### config.mk
export PLATFORM = sky130hd
export DESIGN_NAME = alu_issue_ctrl
export DESIGN_NICKNAME = d
export VERILOG_FILES = /design/src/rtl/alu_issue_ctrl.sv
export SDC_FILE = /design/constraint.sdc
export NUM_CORES = 1
export LEC_CHECK = 0
export BUFFER_PORTS_ARGS = -buffer_cell sky130_fd_sc_hd__buf_2
export CELL_PAD_IN_SITES_DETAIL_PLACEMENT = 1
export CELL_PAD_IN_SITES_GLOBAL_PLACEMENT = 1
export CORE_MARGIN = 3
export CORE_UTILIZATION = 39
export CTS_CLUSTER_DIAMETER = 50
export CTS_CLUSTER_SIZE = 28
export DETAILED_ROUTE_END_ITERATION = 8
export PLACE_DENSITY_LB_ADDON = 0.25
export SYNTH_ARGS = -nofsm -noshare
export SYNTH_HDL_FRONTEND = slang
export SYNTH_SLANG_ARGS = --single-unit
### constraint.sdc
create_clock -name clk -period 2.7 [get_ports clk]
set_input_delay 0.135 -clock clk [delete_from_list [all_inputs] [get_ports clk]]
set_output_delay 0.135 -clock clk [all_outputs]
set_load 0.02 [all_outputs]
### src/rtl/alu_issue_ctrl.sv
// Issue controller for the ALU: decodes one instruction packet, drives registered ALU operands,
// waits out the execute latency, then returns the captured result and branch decision.
module alu_issue_ctrl #(
  parameter int unsigned MUL_WAIT = 2,
  parameter int unsigned XLEN     = 32
) (
  input  logic            clk,
  input  logic            rst_n,
  input  logic            in_valid,
  output logic            in_ready,
  input  logic [6:0]      opcode,
  input  logic [2:0]      funct3,
  input  logic [6:0]      funct7,
  input  logic [XLEN-1:0] rs1_data,
  input  logic [XLEN-1:0] rs2_data,
  input  logic [XLEN-1:0] imm,
  output logic [XLEN-1:0] alu_in1,
  output logic [XLEN-1:0] alu_in2,
  output logic [3:0]      alu_ctrl,
  input  logic [XLEN-1:0] alu_result,
  input  logic            alu_zero,
  output logic            out_valid,
  input  logic            out_ready,
  output logic [XLEN-1:0] result,
  output logic            branch_taken,
  output logic            illegal
);

  localparam logic [3:0] CtrlAnd = 4'b0000;
  localparam logic [3:0] CtrlOr  = 4'b0001;
  localparam logic [3:0] CtrlAdd = 4'b0010;
  localparam logic [3:0] CtrlSll = 4'b0011;
  localparam logic [3:0] CtrlSub = 4'b0100;
  localparam logic [3:0] CtrlSrl = 4'b0101;
  localparam logic [3:0] CtrlMul = 4'b0110;
  localparam logic [3:0] CtrlXor = 4'b0111;
  localparam logic [3:0] CtrlSlt = 4'b1000;

  localparam logic [6:0] OpR = 7'b0110011;
  localparam logic [6:0] OpI = 7'b0010011;
  localparam logic [6:0] OpB = 7'b1100011;

  typedef enum logic [1:0] {StIdle, StExec, StDone} state_e;
  typedef enum logic [1:0] {BrNone, BrEq, BrNe, BrLt} br_e;

  state_e          state_q, state_d;
  br_e             br_q, br_d, dec_br;
  logic [3:0]      cnt_q, cnt_d;
  logic [XLEN-1:0] alu_in1_q, alu_in1_d, alu_in2_q, alu_in2_d, result_q, result_d;
  logic [3:0]      alu_ctrl_q, alu_ctrl_d, dec_ctrl;
  logic [XLEN-1:0] dec_op2;
  logic            dec_ill, dec_mul;
  logic            out_valid_q, out_valid_d, branch_q, branch_d, illegal_q, illegal_d;

  always_comb begin
    dec_ctrl = CtrlAdd;
    dec_op2  = rs2_data;
    dec_ill  = 1'b0;
    dec_mul  = 1'b0;
    dec_br   = BrNone;
    case (opcode)
      OpR: begin
        case (funct7)
          7'b0000000: begin
            unique case (funct3)
              3'b000: dec_ctrl = CtrlAdd;
              3'b001: begin dec_ctrl = CtrlSll; dec_op2 = {27'b0, rs2_data[4:0]}; end
              3'b010: dec_ctrl = CtrlSlt;
              3'b011: dec_ill  = 1'b1;
              3'b100: dec_ctrl = CtrlXor;
              3'b101: begin dec_ctrl = CtrlSrl; dec_op2 = {27'b0, rs2_data[4:0]}; end
              3'b110: dec_ctrl = CtrlOr;
              3'b111: dec_ctrl = CtrlAnd;
            endcase
          end
          7'b0100000: if (funct3 == 3'b000) dec_ctrl = CtrlSub; else dec_ill = 1'b1;
          7'b0000001: begin
            if (funct3 == 3'b000) begin
              dec_ctrl = CtrlMul;
              dec_mul  = 1'b1;
            end else begin
              dec_ill = 1'b1;
            end
          end
          default: dec_ill = 1'b1;
        endcase
      end
      OpI: begin
        dec_op2 = imm;
        unique case (funct3)
          3'b000: dec_ctrl = CtrlAdd;
          3'b001: begin dec_ctrl = CtrlSll; dec_op2 = {27'b0, imm[4:0]}; end
          3'b010: dec_ctrl = CtrlSlt;
          3'b011: dec_ill  = 1'b1;
          3'b100: dec_ctrl = CtrlXor;
          3'b101: begin
            // Only the logical right shift is supported; SRAI encodings are rejected.
            if (imm[11:5] == 7'b0000000) begin
              dec_ctrl = CtrlSrl;
              dec_op2  = {27'b0, imm[4:0]};
            end else begin
              dec_ill = 1'b1;
            end
          end
          3'b110: dec_ctrl = CtrlOr;
          3'b111: dec_ctrl = CtrlAnd;
        endcase
      end
      OpB: begin
        case (funct3)
          3'b000:  begin dec_ctrl = CtrlSub; dec_br = BrEq; end
          3'b001:  begin dec_ctrl = CtrlSub; dec_br = BrNe; end
          3'b100:  begin dec_ctrl = CtrlSlt; dec_br = BrLt; end
          default: dec_ill = 1'b1;
        endcase
      end
      default: dec_ill = 1'b1;
    endcase
  end

  always_ff @(posedge clk or negedge rst_n) begin
    if (!rst_n) state_q <= StIdle;
    else        state_q <= state_d;
  end

  always_comb begin
    state_d = state_q;
    unique case (state_q)
      StIdle: if (in_valid) state_d = dec_ill ? StDone : StExec;
      StExec: if (cnt_q == 4'd1) state_d = StDone;
      StDone: if (out_ready) state_d = StIdle;
      default: state_d = StIdle;
    endcase
  end

  always_comb begin
    alu_in1_d   = alu_in1_q;
    alu_in2_d   = alu_in2_q;
    alu_ctrl_d  = alu_ctrl_q;
    cnt_d       = cnt_q;
    br_d        = br_q;
    result_d    = result_q;
    branch_d    = branch_q;
    illegal_d   = illegal_q;
    out_valid_d = out_valid_q;
    unique case (state_q)
      StIdle: begin
        if (in_valid) begin
          if (dec_ill) begin
            illegal_d   = 1'b1;
            result_d    = '0;
            branch_d    = 1'b0;
            out_valid_d = 1'b1;
          end else begin
            alu_in1_d  = rs1_data;
            alu_in2_d  = dec_op2;
            alu_ctrl_d = dec_ctrl;
            cnt_d      = dec_mul ? 4'(MUL_WAIT) : 4'd1;
            br_d       = dec_br;
          end
        end
      end
      StExec: begin
        cnt_d = cnt_q - 4'd1;
        if (cnt_q == 4'd1) begin
          result_d    = alu_result;
          out_valid_d = 1'b1;
          unique case (br_q)
            BrEq:    branch_d = alu_zero;
            BrNe:    branch_d = !alu_zero;
            BrLt:    branch_d = (alu_result == 32'd1);
            default: branch_d = 1'b0;
          endcase
        end
      end
      StDone: begin
        if (out_ready) begin
          out_valid_d = 1'b0;
          illegal_d   = 1'b0;
        end
      end
      default: ;
    endcase
  end

  always_ff @(posedge clk or negedge rst_n) begin
    if (!rst_n) begin
      alu_in1_q   <= '0;
      alu_in2_q   <= '0;
      alu_ctrl_q  <= '0;
      cnt_q       <= '0;
      br_q        <= BrNone;
      result_q    <= '0;
      branch_q    <= 1'b0;
      illegal_q   <= 1'b0;
      out_valid_q <= 1'b0;
    end else begin
      alu_in1_q   <= alu_in1_d;
      alu_in2_q   <= alu_in2_d;
      alu_ctrl_q  <= alu_ctrl_d;
      cnt_q       <= cnt_d;
      br_q        <= br_d;
      result_q    <= result_d;
      branch_q    <= branch_d;
      illegal_q   <= illegal_d;
      out_valid_q <= out_valid_d;
    end
  end

  assign in_ready     = (state_q == StIdle);
  assign alu_in1      = alu_in1_q;
  assign alu_in2      = alu_in2_q;
  assign alu_ctrl     = alu_ctrl_q;
  assign result       = result_q;
  assign branch_taken = branch_q;
  assign illegal      = illegal_q;
  assign out_valid    = out_valid_q;

endmodule

==> metrics.yaml <==
power_leakage_nw: 4.02
synth_edf_count: 0
netlist_area_um2: 5390
regArea_um2: 2780
reg2reg_from: "state_q[0]"
path_class: "reg -> reg"
vdd_drop_max_mv: 0.307
skew_ns: 0.00671
cts_num_sinks: 111
synth_cell_types: 53
die_area_um2: 15300
power.total_mw: 4.13
vias: 4362
dpl_worst_slack_ns: 0.277
r2r_cells: 5
synthToLayoutAreaGrowth_pct: 32.5
antenna_found_initial: 2
rows: 42
wire_per_inst_um: 19.6
critPathArrivalTime_ns: 2.39
synth_area_per_cell_um2: 13.7
clk_pin_slew_ns: 0.08
cp-end-kind: "flip-flop"
rsz0062_at_grt: "false"
setup_viol: 0
r2r_end: "cnt_q[0]"
ys.flop_type: "dfrtp_1"
r2r_slack_ns: 0.55
worstMarginPinSlew_ns: 0.961
cp-startpoint: "state_q[0]"
detail_route.vias_per_cell: 5.28
hold_path.class: "in -> reg"
drcViolationCount: 0
htree_levels: 3
ios: 254
multi_input_area_um2: 2410
cts_tree: "yes"
root_buffer: "clkbuf_16"
final-hold-violation-count: 0
setup_ws_ns: 0.550
initial_utilization: 0.402
portBuffers: 253
synth_seq_cells: 111
die_w_um: 124
routed_wl_um: 16200
drtIter0Drc: 237
grt_use_total: 0.207
fin_crit_ns: 2.15
clock_path_buffers: 2
critPathLaunchType: "flip-flop"
place.gp.congestion: 0.808
clkLatencyLatePin_ns: 0.34
first_pass_iters: 4
die_h_um: 124
slew_headroom: 0.359
gr-total-overflow: 0
worstPathMaxFanout: 17
numCtsBuffers: 9
run_status: "finished, final reports clean"
fmax_mhz: 465
maxCapViolCount: 0
cts-resized-gates: 0
grt_pass1_vias: 4538
ys_seq_area_frac: 0.515
fill_cells: 1492
grt_max_degree: 70
slew_violations: 0
synth_warnings: 0
p_per_area_nw_per_um2: 578
final_cells: 826
fin_nets: 796
critical_path.endpoint: "cnt_q[0]"
coreArea_um2: 13400
setup_tns_ns: 0
synthCells: 393
async_reset_ff_frac: 1.00
antenna_left: 0
place_hpwl_um: 12200
critPathRequiredTime_ns: 2.94
post-route-period-util: 0.796
grt_pass1_wl_um: 24400
dp.cells: 806
drive_above_1_share: 0.558
syn-num-nets: 545
[layout make-up]
type	count	area share
Inverter	9	0.00473
Clock inverter	6	0.00946
Timing Repair Buffer	265	0.195
Multi-Input combinational cell	248	0.337
Tap cell	176	0.0308
Clock buffer	10	0.0335
Antenna cell	1	0.000350
Sequential cell	111	0.389
[sequential cells by signal, indices dropped and copies added, names as in the netlist]
| name | count |
|---|---|
| alu_in1 | 32 |
| alu_in2 | 32 |
| result | 32 |
| alu_ctrl | 4 |
| cnt_q | 4 |
| br_q | 2 |
| state_q | 2 |
| branch_taken | 1 |
| illegal | 1 |
| out_valid | 1 |
[logic make-up (layout without fill, tap and decap cells)]
kind of cell,count (synthesis),count (layout),share of synthesized area
flops,111,111,0.515
compound gates,102,102,0.153
mux,79,79,0.211
simple gates,64,64,0.0731
buf+inv,34,290,0.0411
fa+ha+maj,2,2,0.00464
xor+xnor,1,1,0.00163
other cells,0,1,0
[worst max-delay path, stage by stage (launching register included)]
cell and delay [ns]:
dfrtp_1 0.57, nor2b_1 0.29, or4b_2 0.67, nor3_1 0.19, o31ai_1 0.09, a31o_2 0.23
[where the power goes]
part	total, mW	internal (mW)	switching, mW
registers	1.90	1.80	0.0977
clock network	1.37	0.749	0.621
logic	0.856	0.400	0.456
[how the worst min path moves through the flow]
| stage | startpoint | endpoint | slack, ns | cells after the start |
|---|---|---|---|---|
| 2_1_floorplan | rst_n | alu_ctrl[0] | -0.16 | 0 |
| 3_3_place_gp | rst_n | alu_in1[21] | 0.16 | 1 |
| 3_5_place_dp | rst_n | alu_in1[19] | 0.17 | 1 |
| 4_1_cts | rs1_data[4] | alu_in1[4] | 0.0006 | 2 |
| 5_1_grt | rs1_data[5] | alu_in1[5] | 0.0009 | 2 |
| 6_report | rs1_data[4] | alu_in1[4] | 0.02 | 2 |
[routing by layer]
metal / vias up / part of all wire / wire length [um] / track usage
li1: 1991 / - / - / -
met1: 2173 / 0.39 / 6250 / 0.253
met2: 177 / 0.51 / 8270 / 0.353
met3: 19 / 0.086 / 1390 / 0.0604
met4: 2 / 0.015 / 235 / 0.0657
met5: - / 0.00080 / 13 / 0
[per-stage QoR]
stage,area [um^2],utilization,hold WS (ns)
after floorplan,5390,-,-0.161
after global placement,6800,0.508,0.159
after detailed placement,6800,0.508,0.173
after CTS,7140,0.533,0.000608
after global routing,7140,0.533,0.000865
final,7140,0.533,0.0174
[cells in the mapped netlist, types with 2 or more instances]
cell type	count	area share
nor4_1	8	0.0093
and3_1	2	0.0023
nor2_1	12	0.0084
mux2_2	8	0.017
nor3_1	5	0.0046
clkbuf_1	10	0.0070
o31ai_1	5	0.0070
o211a_1	2	0.0037
nand2_1	5	0.0035
inv_1	9	0.0063
buf_8	7	0.019
nor2b_1	5	0.0058
a22oi_1	2	0.0028
or3_1	4	0.0046
a21oi_1	8	0.0074
nor4b_1	2	0.0033
o211ai_1	2	0.0028
or4b_2	2	0.0037
a22o_1	59	0.096
mux2_4	67	0.19
a31oi_1	2	0.0023
buf_2	6	0.0056
dfrtp_1	111	0.52
a21o_1	4	0.0056
mux2i_1	4	0.0074
ha_1	2	0.0046
nand4_1	4	0.0046
nand2b_1	7	0.0081
o21ai_0	5	0.0046
[layout by cell type (no fill, tap or decap), types with 7 or more instances in the layout]
cell type  Yosys  final
a22o_1        59     59
buf_4          0      8
nor2_1        12     12
inv_1          9      9
nor4_1         8      8
buf_2          6    252
clkbuf_16      0      9
dfrtp_1      111    111
a21oi_1        8      8
mux2_2         8      8
mux2_4        67     67
nand2b_1       7      7
[timing repair]
action                                 in CTS  in global routing
hold buffers                                3                  0
endpoints found under the hold margin      44                  0
setup buffers                               0                  0
setup endpoints to repair                   0                  0
Power figures use the tool's default switching activity.
